===== config.mk =====
export PLATFORM = sky130hd
export DESIGN_NAME = mix_columns_serial_flat
export DESIGN_NICKNAME = d
export VERILOG_FILES = /design/src/rtl/mix_columns_serial_pkg.sv /design/src/rtl/mix_columns_serial_if.sv /design/src/rtl/mix_columns_serial_col.sv /design/src/rtl/mix_columns_serial.sv /design/src/flat_wrapper.sv
export SDC_FILE = /design/constraint.sdc
export NUM_CORES = 1
export LEC_CHECK = 0
export CORE_MARGIN = 3
export CORE_UTILIZATION = 55
export DETAILED_ROUTE_END_ITERATION = 12
export DONT_BUFFER_PORTS = 1
export PLACE_DENSITY = 0.73
export SYNTH_ARGS = -nofsm -noshare
export SYNTH_HDL_FRONTEND = slang
export SYNTH_HIERARCHICAL = 1
export SYNTH_SLANG_ARGS = --single-unit

===== constraint.sdc =====
create_clock -name clk -period 4 [get_ports clk]
set_clock_uncertainty 0.05 [all_clocks]
set_input_delay 0.8 -clock clk [delete_from_list [all_inputs] [get_ports clk]]
set_output_delay 0.8 -clock clk [all_outputs]
set_load 0.01 [all_outputs]

===== src/rtl/mix_columns_serial_pkg.sv =====
// Shared AES types, sizing constants and the MixColumns FSM encoding.
// Used by the column-serial MixColumns stage, its interface and bench.
package aes_pkg;

  typedef logic [7:0]   byte_t;
  typedef logic [31:0]  word_t;
  typedef logic [127:0] state_t;

  // Columns per AES-128 state; only sizes the column counter.
  localparam int NUM_COLS = 4;
  localparam int COL_W    = $clog2(NUM_COLS);

  typedef logic [COL_W-1:0] col_t;

  localparam col_t LAST_COL = col_t'(NUM_COLS - 1);

  typedef enum logic [1:0] {
    IDLE = 2'd0,
    BUSY = 2'd1,
    DONE = 2'd2
  } mc_state_e;

endpackage : aes_pkg


===== src/rtl/mix_columns_serial_if.sv =====
// Handshake bundle between ShiftRows (master side), the MixColumns stage
// (slave side) and AddRoundKey. The inv_mode signal exists only when
// MIX_COLUMNS_INV_EN is defined.
interface mix_columns_if;
  import aes_pkg::*;

  logic   in_valid;
  logic   in_ready;
  state_t data_in;
  logic   out_valid;
  logic   out_ready;
  state_t data_out;
`ifdef MIX_COLUMNS_INV_EN
  logic   inv_mode;
`endif

  // Upstream/downstream environment driving the stage.
  modport master (
    output in_valid,
    output data_in,
    output out_ready,
`ifdef MIX_COLUMNS_INV_EN
    output inv_mode,
`endif
    input  in_ready,
    input  out_valid,
    input  data_out
  );

  // The MixColumns stage itself.
  modport slave (
    input  in_valid,
    input  data_in,
    input  out_ready,
`ifdef MIX_COLUMNS_INV_EN
    input  inv_mode,
`endif
    output in_ready,
    output out_valid,
    output data_out
  );

endinterface : mix_columns_if


===== src/rtl/mix_columns_serial_col.sv =====
// Combinational single-column MixColumns: GF(2^8) doubling unit plus the
// 4-byte column mixer built from it. With MIX_COLUMNS_INV_EN defined the
// mixer also offers InvMixColumns (0e/0b/0d/09) from chained doublings.

// GF(2^8) doubling (xtime), reduction polynomial 0x11B.
module gf_xtime
  import aes_pkg::*;
(
  input  byte_t a,
  output byte_t y
);
  assign y = {a[6:0], 1'b0} ^ (a[7] ? 8'h1b : 8'h00);
endmodule : gf_xtime

// Mixes one 32-bit column; byte 0 (row 0) is the column MSB.
module mix_single_column
  import aes_pkg::*;
(
  input  word_t col_in,
`ifdef MIX_COLUMNS_INV_EN
  input  logic  inv,
`endif
  output word_t col_out
);

  byte_t s   [4];
  byte_t x2  [4];
  byte_t fwd [4];
`ifdef MIX_COLUMNS_INV_EN
  byte_t x4  [4];
  byte_t x8  [4];
  byte_t m9  [4];
  byte_t mb  [4];
  byte_t md  [4];
  byte_t me  [4];
  byte_t inv_r [4];
`endif

  for (genvar i = 0; i < 4; i++) begin : g_byte
    assign s[i] = col_in[31-8*i -: 8];

    gf_xtime u_x2 (.a(s[i]), .y(x2[i]));

    // Circulant row i of {2,3,1,1}: 2*s[i] ^ 3*s[i+1] ^ s[i+2] ^ s[i+3].
    assign fwd[i] = x2[i] ^ x2[(i+1)%4] ^ s[(i+1)%4] ^ s[(i+2)%4] ^ s[(i+3)%4];

`ifdef MIX_COLUMNS_INV_EN
    gf_xtime u_x4 (.a(x2[i]), .y(x4[i]));
    gf_xtime u_x8 (.a(x4[i]), .y(x8[i]));

    assign m9[i] = x8[i] ^ s[i];
    assign mb[i] = x8[i] ^ x2[i] ^ s[i];
    assign md[i] = x8[i] ^ x4[i] ^ s[i];
    assign me[i] = x8[i] ^ x4[i] ^ x2[i];
`endif
  end

`ifdef MIX_COLUMNS_INV_EN
  // Circulant row i of {0e,0b,0d,09}.
  for (genvar i = 0; i < 4; i++) begin : g_inv_row
    assign inv_r[i] = me[i] ^ mb[(i+1)%4] ^ md[(i+2)%4] ^ m9[(i+3)%4];
  end
`endif

  // Pack the four result bytes back into a column, row 0 in the MSB.
  always_comb begin
    col_out = '0;
    for (int i = 0; i < 4; i++) begin
`ifdef MIX_COLUMNS_INV_EN
      col_out[31-8*i -: 8] = inv ? inv_r[i] : fwd[i];
`else
      col_out[31-8*i -: 8] = fwd[i];
`endif
    end
  end

endmodule : mix_single_column


===== src/rtl/mix_columns_serial.sv =====
// Column-serial AES MixColumns stage. Accepts one 128-bit state, mixes one
// column per clock through a shared column datapath (4 cycles), then holds
// the result until downstream takes it.
// Optional feature macro: MIX_COLUMNS_INV_EN adds inv_mode / InvMixColumns.
module mix_columns_serial
  import aes_pkg::*;
(
  input  logic         clk,
  input  logic         n_rst,
  mix_columns_if.slave bus
);

  mc_state_e state;
  mc_state_e state_next;
  col_t      col;
  state_t    in_reg;
  state_t    res_reg;
  word_t     col_in;
  word_t     col_out;
  logic      accept;
`ifdef MIX_COLUMNS_INV_EN
  logic      inv_reg;
`endif

  // A state is taken only in IDLE; in_valid is ignored everywhere else.
  assign accept = (state == IDLE) && bus.in_valid;

  // FSM state register.
  always_ff @(posedge clk or negedge n_rst) begin
    // NOTE: sequential state uses non-blocking assignment so every flop
    // samples pre-edge values regardless of block ordering.
    if (!n_rst) state <= IDLE;
    else        state <= state_next;
  end

  // FSM next-state logic.
  always_comb begin
    // NOTE: default first so every path assigns state_next and no latch
    // is inferred.
    state_next = state;
    unique case (state)
      IDLE:    if (bus.in_valid)      state_next = BUSY;
      BUSY:    if (col == LAST_COL)   state_next = DONE;
      DONE:    if (bus.out_ready)     state_next = IDLE;
      default:                        state_next = IDLE;
    endcase
  end

  // FSM outputs, decoded from the registered state only.
  always_comb begin
    bus.in_ready  = (state == IDLE);
    bus.out_valid = (state == DONE);
  end

  assign bus.data_out = res_reg;

  // Column select from the captured input state.
  always_comb begin
    col_in = '0;
    for (int i = 0; i < NUM_COLS; i++) begin
      if (col == col_t'(i)) col_in = in_reg[127-32*i -: 32];
    end
  end

  mix_single_column u_col (
    .col_in  (col_in),
`ifdef MIX_COLUMNS_INV_EN
    .inv     (inv_reg),
`endif
    .col_out (col_out)
  );

  // Input capture at acceptance; column write-back and counter in BUSY.
  always_ff @(posedge clk or negedge n_rst) begin
    // NOTE: the state-wide registers are ordinary flops, not a memory, so
    // clearing them on reset is cheap and keeps data_out defined at 0.
    if (!n_rst) begin
      in_reg  <= '0;
      res_reg <= '0;
      col     <= '0;
`ifdef MIX_COLUMNS_INV_EN
      inv_reg <= 1'b0;
`endif
    end else if (accept) begin
      in_reg  <= bus.data_in;
      col     <= '0;
`ifdef MIX_COLUMNS_INV_EN
      inv_reg <= bus.inv_mode;
`endif
    end else if (state == BUSY) begin
      for (int i = 0; i < NUM_COLS; i++) begin
        if (col == col_t'(i)) res_reg[127-32*i -: 32] <= col_out;
      end
      // The counter parks on the last column; only acceptance rewinds it.
      if (col != LAST_COL) col <= col + 1'b1;
    end
  end

endmodule : mix_columns_serial


===== src/flat_wrapper.sv =====
// flat-port wrapper written by rule: the top's interface ports become plain ports
module mix_columns_serial_flat import aes_pkg::*;
  (clk, n_rst, bus_in_valid, bus_data_in, bus_out_ready, bus_in_ready, bus_out_valid, bus_data_out);
  mix_columns_if bus_i ();
  input  logic clk;
  input  logic n_rst;
  input wire logic [$bits(bus_i.in_valid)-1:0] bus_in_valid;
  input wire logic [$bits(bus_i.data_in)-1:0] bus_data_in;
  input wire logic [$bits(bus_i.out_ready)-1:0] bus_out_ready;
  output wire logic [$bits(bus_i.in_ready)-1:0] bus_in_ready;
  output wire logic [$bits(bus_i.out_valid)-1:0] bus_out_valid;
  output wire logic [$bits(bus_i.data_out)-1:0] bus_data_out;
  assign bus_i.in_valid = bus_in_valid;
  assign bus_i.data_in = bus_data_in;
  assign bus_i.out_ready = bus_out_ready;
  assign bus_in_ready = bus_i.in_ready;
  assign bus_out_valid = bus_i.out_valid;
  assign bus_data_out = bus_i.data_out;
  mix_columns_serial u_core (.clk(clk), .n_rst(n_rst), .bus(bus_i));
endmodule

==> results of run 1 <==
cells by family (layout without fill, tap and decap cells):
kind of cell	Yosys count	after routing	synth area share, %
xor+xnor	84	84	8.59
fa+ha+maj	4	4	0.401
flops	260	260	52.1
simple gates	81	81	3.84
buf+inv	70	63	4.30
mux	257	257	27.4
other cells	0	1	0
compound gates	68	68	3.44
cells in the final DEF, fill, tap and decap left out, types with 27 or more instances in the layout:
cell type / instances
o22ai_1: 31
clkbuf_16: 27
a31oi_1: 32
mux2_2: 107
nand2_1: 33
nand3b_1: 32
xor2_1: 35
mux2_4: 140
dfrtp_1: 260
stage by stage:
step / util, % / setup slack [ns]
floorplan: - / 0.962
global placement: 56.2 / 0.545
detailed placement: 56.2 / 0.448
CTS: 60.5 / 0.412
global route: 60.5 / 0.216
finish: 60.5 / 0.362
per-layer routing:
metal | track usage, % | vias to the layer above | share of wire (%)
met5 | 0 | - | 0.11
li1 | - | 2858 | -
met3 | 8.27 | 53 | 9.1
met4 | 5.88 | 4 | 2.4
met2 | 38.2 | 251 | 48
met1 | 30.7 | 3441 | 40
worst max path at each step:
stage / to / slack (ns) / cells past startpoint
6_report: u_core/bus.data_out[85]$_DFFE_PN0P_ / 0.36 / 7
4_1_cts: u_core/bus.data_out[85]$_DFFE_PN0P_ / 0.41 / 7
3_3_place_gp: u_core/bus.data_out[117]$_DFFE_PN0P_ / 0.54 / 7
5_1_grt: u_core/bus.data_out[85]$_DFFE_PN0P_ / 0.22 / 7
3_5_place_dp: u_core/bus.data_out[76]$_DFFE_PN0P_ / 0.45 / 8
2_1_floorplan: u_core/bus.data_out[11]$_DFFE_PN0P_ / 0.96 / 10
layout make-up:
type | count | share of cell area (%)
Multi-Input combinational cell | 494 | 40.8
Sequential cell | 260 | 48.7
Clock buffer | 35 | 5.51
Inverter | 4 | 0.112
Antenna cell | 1 | 0.0187
Tap cell | 280 | 2.62
Timing Repair Buffer | 11 | 0.712
Clock inverter | 13 | 1.51
worst register-to-register path: cells and delay by family (launching register included):
family	cells	cell delay, ns
AO/OA/AOI/OAI	1	0.59
XOR/XNOR	2	1.05
adder cells (fa/ha/maj)	1	0.92
buffers and inverters	1	0.11
flip-flops	1	0.43
multiplexers	1	0.28
AND/OR/NAND/NOR	1	0.14
==> run metrics, run 1 <==
slew margin rel. between 20% and 30%; Netlist cell types 32; Worst Tran Pin Value between 1 and 1.5 ns; post-CTS sizing 0; Post-synth EDFFs 0; Net Count, Synth 960; final net count 934; fin crit period 3.64 ns; Hold Path Class in -> async; CTS tree done; most frequent cell after synthesis dfrtp_1; number of instances in the placed design 1049; synth cell count leaders dfrtp_1, mux2_4, mux2_2; Fill cells 1610; Startpoint Class flop; htree depth 1; register bit total from synthesis 260; Final period util 91.0%; crit path capture type flop; initial drt markers 486; GR Util All Layers 23.6%; Synth area leaders dfrtp_1, mux2_4, mux2_2; Port Buffer Count 0; Synth top area share between 50 and 60%; vias per cell 6.02; Setup TNS Final 0 ns; Yosys warning count 6; Skew-Pair Late Insertion Delay 0.52 ns; area used by multi-input combinational logic approximately 5500 sq um; vias in the first global route 7176; first-pass GRT wire length 44.7 mm; Placed Area approximately 12000 sq um; Hold Vio Cnt, Final 84; CP cell instances inv_1 -> ha_2 -> nand2_1 -> a31oi_1 -> xnor3_1 -> xnor2_1 -> mux2_2; Reg2Reg Setup Slack 0.36 ns; Site Rows 54; via count 6607; buffers and inverters on the worst path 1; post-CTS setup buffer count 0; DR WL/cell 27.0 um; Crit path max-delay family XOR/XNOR gates; Reg2Reg Launch Point u_core/col[1]$_DFFE_PN0P_; antenna violations before repair 3; Max Slew Vio Count 0; die width 157 um; Die Footprint 24600 sq um; drt pass-1 iters 5; clock net sink count 260; grt total ovfl 0; fraction of layout cells with a size suffix above 1 between 30% and 40%; # IOs 262; post-synthesis sequential area ratio 52.1%; CP max stage cell ha_2; cells after synthesis 824; syn avg cell area roughly 15 sq um; top_reg_cell synth dfrtp_1; Final GP Congestion 0.833; DRC Markers 0; crit-path max cell delay between 0.9 and 1 ns; status finished, violations left; critical path fanouts, max between 60 and 70; clock tree buffer depth 3; post-route ant nets 0; Worst EP required 4.40 ns; R2R cell count 7; Peak Freq 275 MHz; pin count of the biggest net entering global routing about 260; clock slew at reported path FFs 0.06 ns; failing checks hold timing; FF/Latch Area approximately 6500 sq um; Die Y 157 um; dpl hpwl 20.8 mm; Initial Util a little under three fifths; CTS buffer count 27; Syn-to-layout area delta 6.95%; FF-to-FF End u_core/bus.data_out[85]$_DFFE_PN0P_; worst-case hold slack -0.0792 ns; design area 13400 sq um; CP Class reg -> reg; FFs w/ async S/R, synth between 90% and 100%; Data arrival, critical path 4.04 ns; core box area 22100 sq um; Root Driver clkbuf_16; Worst Setup SP u_core/col[1]$_DFFE_PN0P_; dominant cell type by area after synthesis dfrtp_1; endpoints failing setup 0; fin cells 1098; final WL 29.6 mm; maxcap violations 0; Post-Syn Area 12500 sq um; RSZ-0062 raised after global routing no
Power of run 1 is not shown: default switching activity piles up to over one toggle a cycle in this logic, so the estimate is an artifact.
==> inputs of run 2 (changes only) <==
--- a/config.mk
+++ b/config.mk
@@ -7,3 +7,3 @@
 export LEC_CHECK = 0
-export CORE_MARGIN = 3
+export CORE_MARGIN = 5
 export CORE_UTILIZATION = 55
@@ -14,3 +14,2 @@
 export SYNTH_HDL_FRONTEND = slang
-export SYNTH_HIERARCHICAL = 1
 export SYNTH_SLANG_ARGS = --single-unit
--- a/constraint.sdc
+++ b/constraint.sdc
@@ -4,2 +4,2 @@
 set_output_delay 0.8 -clock clk [all_outputs]
-set_load 0.01 [all_outputs]
+set_load 0.1 [all_outputs]
==> run metrics, run 2 <==
status finished, violations left (unchanged); failing checks hold timing (unchanged); top_reg_cell synth dfrtp_1 (unchanged); Hold Vio Cnt, Final 95 (was 84); vias in the first global route 8922 (was 7176); htree depth 1 (unchanged); Root Driver clkbuf_16 (unchanged); Netlist cell types 54 (was 32); antenna violations before repair 4 (was 3); clock slew at reported path FFs 0.06 ns (about the same); grt total ovfl 0 (unchanged); endpoints failing setup 0 (unchanged); Worst Tran Pin Value 1.11 ns (was 1.10 ns); Max Slew Vio Count 0 (unchanged); Reg2Reg Setup Slack 0.54 ns (was 0.36 ns); first-pass GRT wire length 54.5 mm (was 44.7 mm); CP Class reg -> reg (unchanged); R2R cell count 8 (was 7); commonest non-fill, non-tap cell in the layout dfrtp_1 (unchanged); critical path fanouts, max 49 (was 65); Final period util 86.4% (was 91.0%); Data arrival, critical path 3.78 ns (was 4.04 ns); Net Count, Synth 1267 (was 960); DR WL/cell 25.4 um (was 27.0 um); Placed Area 12900 sq um (was 12400 sq um); synth cell count leaders dfrtp_1, nand2_1, mux2_2 (was dfrtp_1, mux2_4, mux2_2); Post-synth EDFFs 0 (unchanged); Reg2Reg Launch Point u_core.col[0]$_DFFE_PN0P_ (was u_core/col[1]$_DFFE_PN0P_); clock net sink count 260 (unchanged); final WL 36.3 mm (was 29.6 mm); Startpoint Class flop (unchanged); Hold Path Class in -> async (unchanged); slew margin rel. 25.5% (was 26.4%); post-synthesis sequential area ratio 50.9% (was 52.1%); Syn-to-layout area delta 7.58% (was 6.95%); dominant cell type by area after synthesis dfrtp_1 (unchanged); drt pass-1 iters 5 (unchanged); Setup TNS Final 0 ns (unchanged); Skew-Pair Late Insertion Delay 0.55 ns (was 0.52 ns); GR Util All Layers 26.9% (was 23.6%); clock tree buffer depth 3 (unchanged); Peak Freq 289 MHz (was 275 MHz); Die Y 162 um (was 157 um); register bit total from synthesis 260 (unchanged); Yosys warning count 0 (was 6); Initial Util 56.1% (was 56.5%); cells after synthesis 1131 (was 824); CTS buffer count 26 (was 27); Synth area leaders dfrtp_1, mux2_2, nand2_1 (was dfrtp_1, mux2_4, mux2_2); crit path capture type flop (unchanged); fraction of layout cells with a size suffix above 1 20.4% (was 38.1%); Final GP Congestion 1.01 (was 0.833); worst-case hold slack -0.0879 ns (was -0.0792 ns); dpl hpwl 27.2 mm (was 20.8 mm); final net count 1238 (was 934); Die Footprint 26400 sq um (was 24600 sq um); Port Buffer Count 0 (unchanged); fin crit period 3.46 ns (was 3.64 ns); initial drt markers 968 (was 486); core box area 22800 sq um (was 22100 sq um); CTS tree done (unchanged); pin count of the biggest net entering global routing 261 (unchanged); # IOs 262 (unchanged); post-route ant nets 0 (unchanged); vias per cell 6.39 (was 6.02); syn avg cell area 11.3 sq um (was 15.2 sq um); via count 9151 (was 6607); Post-Syn Area 12800 sq um (was 12500 sq um); FF-to-FF End u_core.bus.data_out[52]$_DFFE_PN0P_ (was u_core/bus.data_out[85]$_DFFE_PN0P_); maxcap violations 0 (unchanged); Site Rows 55 (was 54); most frequent cell after synthesis dfrtp_1 (unchanged); FFs w/ async S/R, synth 100% (unchanged); Worst EP required 4.33 ns (was 4.40 ns); Synth top area share 50.9% (was 52.1%); post-CTS sizing 0 (unchanged); design area 13700 sq um (was 13400 sq um); die width 162 um (was 157 um); commonest non-fill, non-tap cells in the layout dfrtp_1, nand2_1, mux2_2, o21ai_0, o31ai_1 (was dfrtp_1, mux2_4, mux2_2, xor2_1, nand2_1); DRC Markers 0 (unchanged); RSZ-0062 raised after global routing no (unchanged)
==> run 2: cell count changes in the layout (fill, tap and decap cells not counted), sizes merged, moves of 26 or more <==
cell and change:
nor2 +37, nand2 +138, o31ai +48, a211oi +65, mux2 -129, o211ai +26
xor2 -36, o211a +30, o21ai +92
==> run 2: stage by stage <==
step	setup WS [ns]	hold WS, ns	utilization, %	cells
6_report	0.543	-0.0879	60.4	1432
4_1_cts	0.625	-0.108	60.3	1431
3_3_place_gp	0.748	0.435	56.8	1387
2_1_floorplan	0.743	0.422	-	1131
3_5_place_dp	0.665	0.441	56.8	1387
5_1_grt	0.320	-0.116	60.3	1431
==> run 2: critical path, cell delays in order (launching register included) <==
cell,delay [ns]
dfrtp_1,0.41
inv_1,0.12
ha_1,0.50
nand2b_4,0.44
o22ai_1,0.47
o211ai_1,0.21
a21o_1,0.24
a211oi_1,0.66
o31ai_1,0.17
==> run 2: final cells by class <==
cell class | instances | area, sq um
flip-flops and latches | 260 | 6510
clock buffers | 38 | 736
well taps | 313 | 392
multi-input cells | 796 | 5910
repair buffers | 12 | 103
fillers | 1865 | 9030
clock inverters | 6 | 71.3
inverters | 6 | 22.5
diodes | 1 | 2.50
==> run 2: cell families (layout without fill, tap and decap cells) <==
logic type	Yosys count	in the layout	synth area share [%]
DFF	260	260	50.9
buffers and inverters	75	62	2.94
muxes	128	128	11.3
adders and majority gates	4	4	0.392
other	0	1	0
xor gates and xnor gates	27	27	3.92
and+or+nand+nor	305	305	10.9
AOI/OAI and AO/OA	332	332	19.7
==> run 2: worst max path at each step <==
stage | startpoint | cells after the start | slack [ns] | end
detailed placement | u_core.col[0]$_DFFE_PN0P_ | 8 | 0.67 | u_core.bus.data_out[59]$_DFFE_PN0P_
global route | u_core.col[0]$_DFFE_PN0P_ | 8 | 0.32 | u_core.bus.data_out[52]$_DFFE_PN0P_
finish | u_core.col[0]$_DFFE_PN0P_ | 8 | 0.54 | u_core.bus.data_out[52]$_DFFE_PN0P_
global placement | u_core.col[0]$_DFFE_PN0P_ | 8 | 0.75 | u_core.bus.data_out[59]$_DFFE_PN0P_
floorplan | u_core.state[0]$_DFFE_PN0P_ | 6 | 0.74 | u_core.in_reg[100]$_DFFE_PN0P_
CTS | u_core.col[0]$_DFFE_PN0P_ | 8 | 0.63 | u_core.bus.data_out[59]$_DFFE_PN0P_
==> run 2: what timing repair did <==
item / in CTS / in global routing
endpoints found under the setup margin: 0 / 0
buffers inserted: 0 / 0
hold endpoints to repair: 260 / 260
==> run 2: routing by layer <==
metal / GRT usage, % / wire length [um] / vias up
met2: 42.1 / 16500 / 410
met1: 35.8 / 14700 / 4530
met4: 10.1 / 1500 / 8
met3: 7.87 / 3480 / 89
met5: 0 / 53 / -
li1: - / - / 4114
Power of run 2 is left out for the same reason.
==> inputs of run 3 (changes only) <==
Settings changed: CORE_MARGIN 5 to 8.
Clock period 4 ns to 3.7 ns, I/O delays scaled along.
==> run metrics, run 3 (synthesis results as in run 2) <==
pin count of the biggest net entering global routing 261 (unchanged); final net count 1244 (was 1238); Final period util 94.2% (was 86.4%); clock tree buffer depth 3 (unchanged); Worst Tran Pin Value 0.970 ns (was 1.11 ns); FF-to-FF End u_core.bus.data_out[101]$_DFFE_PN0P_ (was u_core.bus.data_out[52]$_DFFE_PN0P_); Setup TNS Final 0 ns (unchanged); Reg2Reg Setup Slack 0.21 ns (was 0.54 ns); CP max stage cell o22ai_1 (was a211oi_1); met3 Track Usage GR 8.72% (was 7.87%); # IOs 262 (unchanged); DRC Markers 0 (unchanged); Util after Layout 61.0% (was 60.4%); antenna violations before repair 3 (was 4); Worst EP required 4.13 ns (was 4.33 ns); final WL 37.7 mm (was 36.3 mm); Die Y 168 um (was 162 um); RSZ-0062 raised after global routing no (unchanged); CTS tree done (unchanged); R2R cell count 8 (unchanged); Startpoint Class flop (unchanged); Hold Vio Cnt, Final 260 (was 95); fin crit period 3.49 ns (was 3.46 ns); Hold Path Class in -> async (unchanged); clock net sink count 260 (unchanged); Skew-Pair Late Insertion Delay 0.56 ns (was 0.55 ns); Site Rows 55 (unchanged); fin cells 1411 (was 1432); FF/Latch Area 6510 sq um (unchanged); area used by multi-input combinational logic 5920 sq um (was 5910 sq um); number of instances in the placed design 1365 (was 1387); dpl hpwl 29.0 mm (was 27.2 mm); Reg2Reg Launch Point u_core.col[0]$_DFFE_PN0P_ (unchanged); CP Class reg -> reg (unchanged); Data arrival, critical path 3.91 ns (was 3.78 ns); CP cell instances inv_1 -> ha_1 -> nand2b_4 -> o22ai_1 -> nor2_1 -> xnor2_2 -> xnor3_1 -> o21ai_1 (was inv_1 -> ha_1 -> nand2b_4 -> o22ai_1 -> o211ai_1 -> a21o_1 -> a211oi_1 -> o31ai_1); Initial Util 56.3% (was 56.1%); crit-path max cell delay 0.60 ns (was 0.66 ns); via count 9067 (was 9151); maxcap violations 0 (unchanged); Worst Setup SP u_core.col[0]$_DFFE_PN0P_ (unchanged); CTS buffer count 26 (unchanged); GRT met1 Usage 33.2% (was 35.8%); vias in the first global route 8720 (was 8922); met2 Use GR 41.3% (was 42.1%); worst-case hold slack -0.157 ns (was -0.0879 ns); GR Util All Layers 25.9% (was 26.9%); first-pass GRT wire length 56.0 mm (was 54.5 mm); CP Depth 8 (unchanged); initial drt markers 1026 (was 968); Port Buffer Count 0 (unchanged); Crit path max-delay family XOR/XNOR gates (was compound AO/OA/AOI/OAI gates); critical path fanouts, max 42 (was 49); die width 168 um (was 162 um); vias per cell 6.43 (was 6.39); Peak Freq 287 MHz (was 289 MHz); post-CTS setup buffer count 0 (unchanged); commonest non-fill, non-tap cell in the layout dfrtp_1 (unchanged); buffers and inverters on the worst path 1 (unchanged); Fill cells 1816 (was 1865); Root Driver clkbuf_16 (unchanged); clock slew at reported path FFs 0.07 ns (was 0.06 ns); commonest non-fill, non-tap cells in the layout dfrtp_1, nand2_1, mux2_2, o21ai_0, o31ai_1 (unchanged); core box area 22700 sq um (was 22800 sq um); crit path capture type flop (unchanged); grt total ovfl 0 (unchanged); status finished, violations left (unchanged); failing checks hold timing (unchanged); drt pass-1 iters 8 (was 5); Syn-to-layout area delta 8.42% (was 7.58%); DR WL/cell 26.7 um (was 25.4 um); Most Crowded Layer GR met2 (unchanged); slew margin rel. 35.3% (was 25.5%); Max Slew Vio Count 0 (unchanged); Die Footprint 28400 sq um (was 26400 sq um); fraction of layout cells with a size suffix above 1 21.4% (was 20.4%); Final GP Congestion 0.987 (was 1.01); htree depth 1 (unchanged); post-route ant nets 0 (unchanged); endpoints failing setup 0 (unchanged)
==> run 3: how the worst max path moves through the flow <==
stage | to | slack (ns)
2_1_floorplan | u_core.in_reg[100]$_DFFE_PN0P_ | 0.44
3_3_place_gp | u_core.bus.data_out[117]$_DFFE_PN0P_ | 0.46
3_5_place_dp | u_core.bus.data_out[16]$_DFFE_PN0P_ | 0.35
4_1_cts | u_core.bus.data_out[16]$_DFFE_PN0P_ | 0.31
5_1_grt | u_core.bus.data_out[5]$_DFFE_PN0P_ | 0.11
6_report | u_core.bus.data_out[101]$_DFFE_PN0P_ | 0.21
==> run 3: cell type report <==
type / instances / share of cell area, %
inverters: 6 / 0.163
diodes: 1 / 0.0181
repair buffers: 18 / 1.16
clock buffers: 32 / 5.08
clock inverters: 13 / 1.33
flip-flops and latches: 260 / 47.0
well taps: 285 / 2.57
multi-input cells: 796 / 42.7
==> run 3: worst reg2reg max path: stages (launching register included) <==
cell and delay (ns):
dfrtp_1 0.42, inv_1 0.12, ha_1 0.43, nand2b_4 0.34
o22ai_1 0.62, nor2_1 0.25, xnor2_2 0.42, xnor3_1 0.55
o21ai_1 0.19
==> run 3: metrics by stage <==
stage | instance area [sq um] | setup slack, ns | hold WS (ns)
floorplan | 12800 | 0.443 | 0.394
global placement | 13000 | 0.461 | 0.410
detailed placement | 13000 | 0.347 | 0.410
CTS | 13800 | 0.308 | -0.166
global route | 13900 | 0.106 | -0.164
finish | 13900 | 0.213 | -0.157
==> run 3: timing repair <==
action / CTS / global route
endpoints found under the setup margin: 0 / 4
gates resized for setup: 0 / 1
hold endpoints to repair: 260 / 260
==> run 3: per-layer routing <==
metal | routed length, um | vias up
li1 | - | 4128
met5 | 30 | -
met4 | 1120 | 6
met2 | 17400 | 371
met3 | 3860 | 77
met1 | 15300 | 4485
Power of run 3 is left out for the same reason.
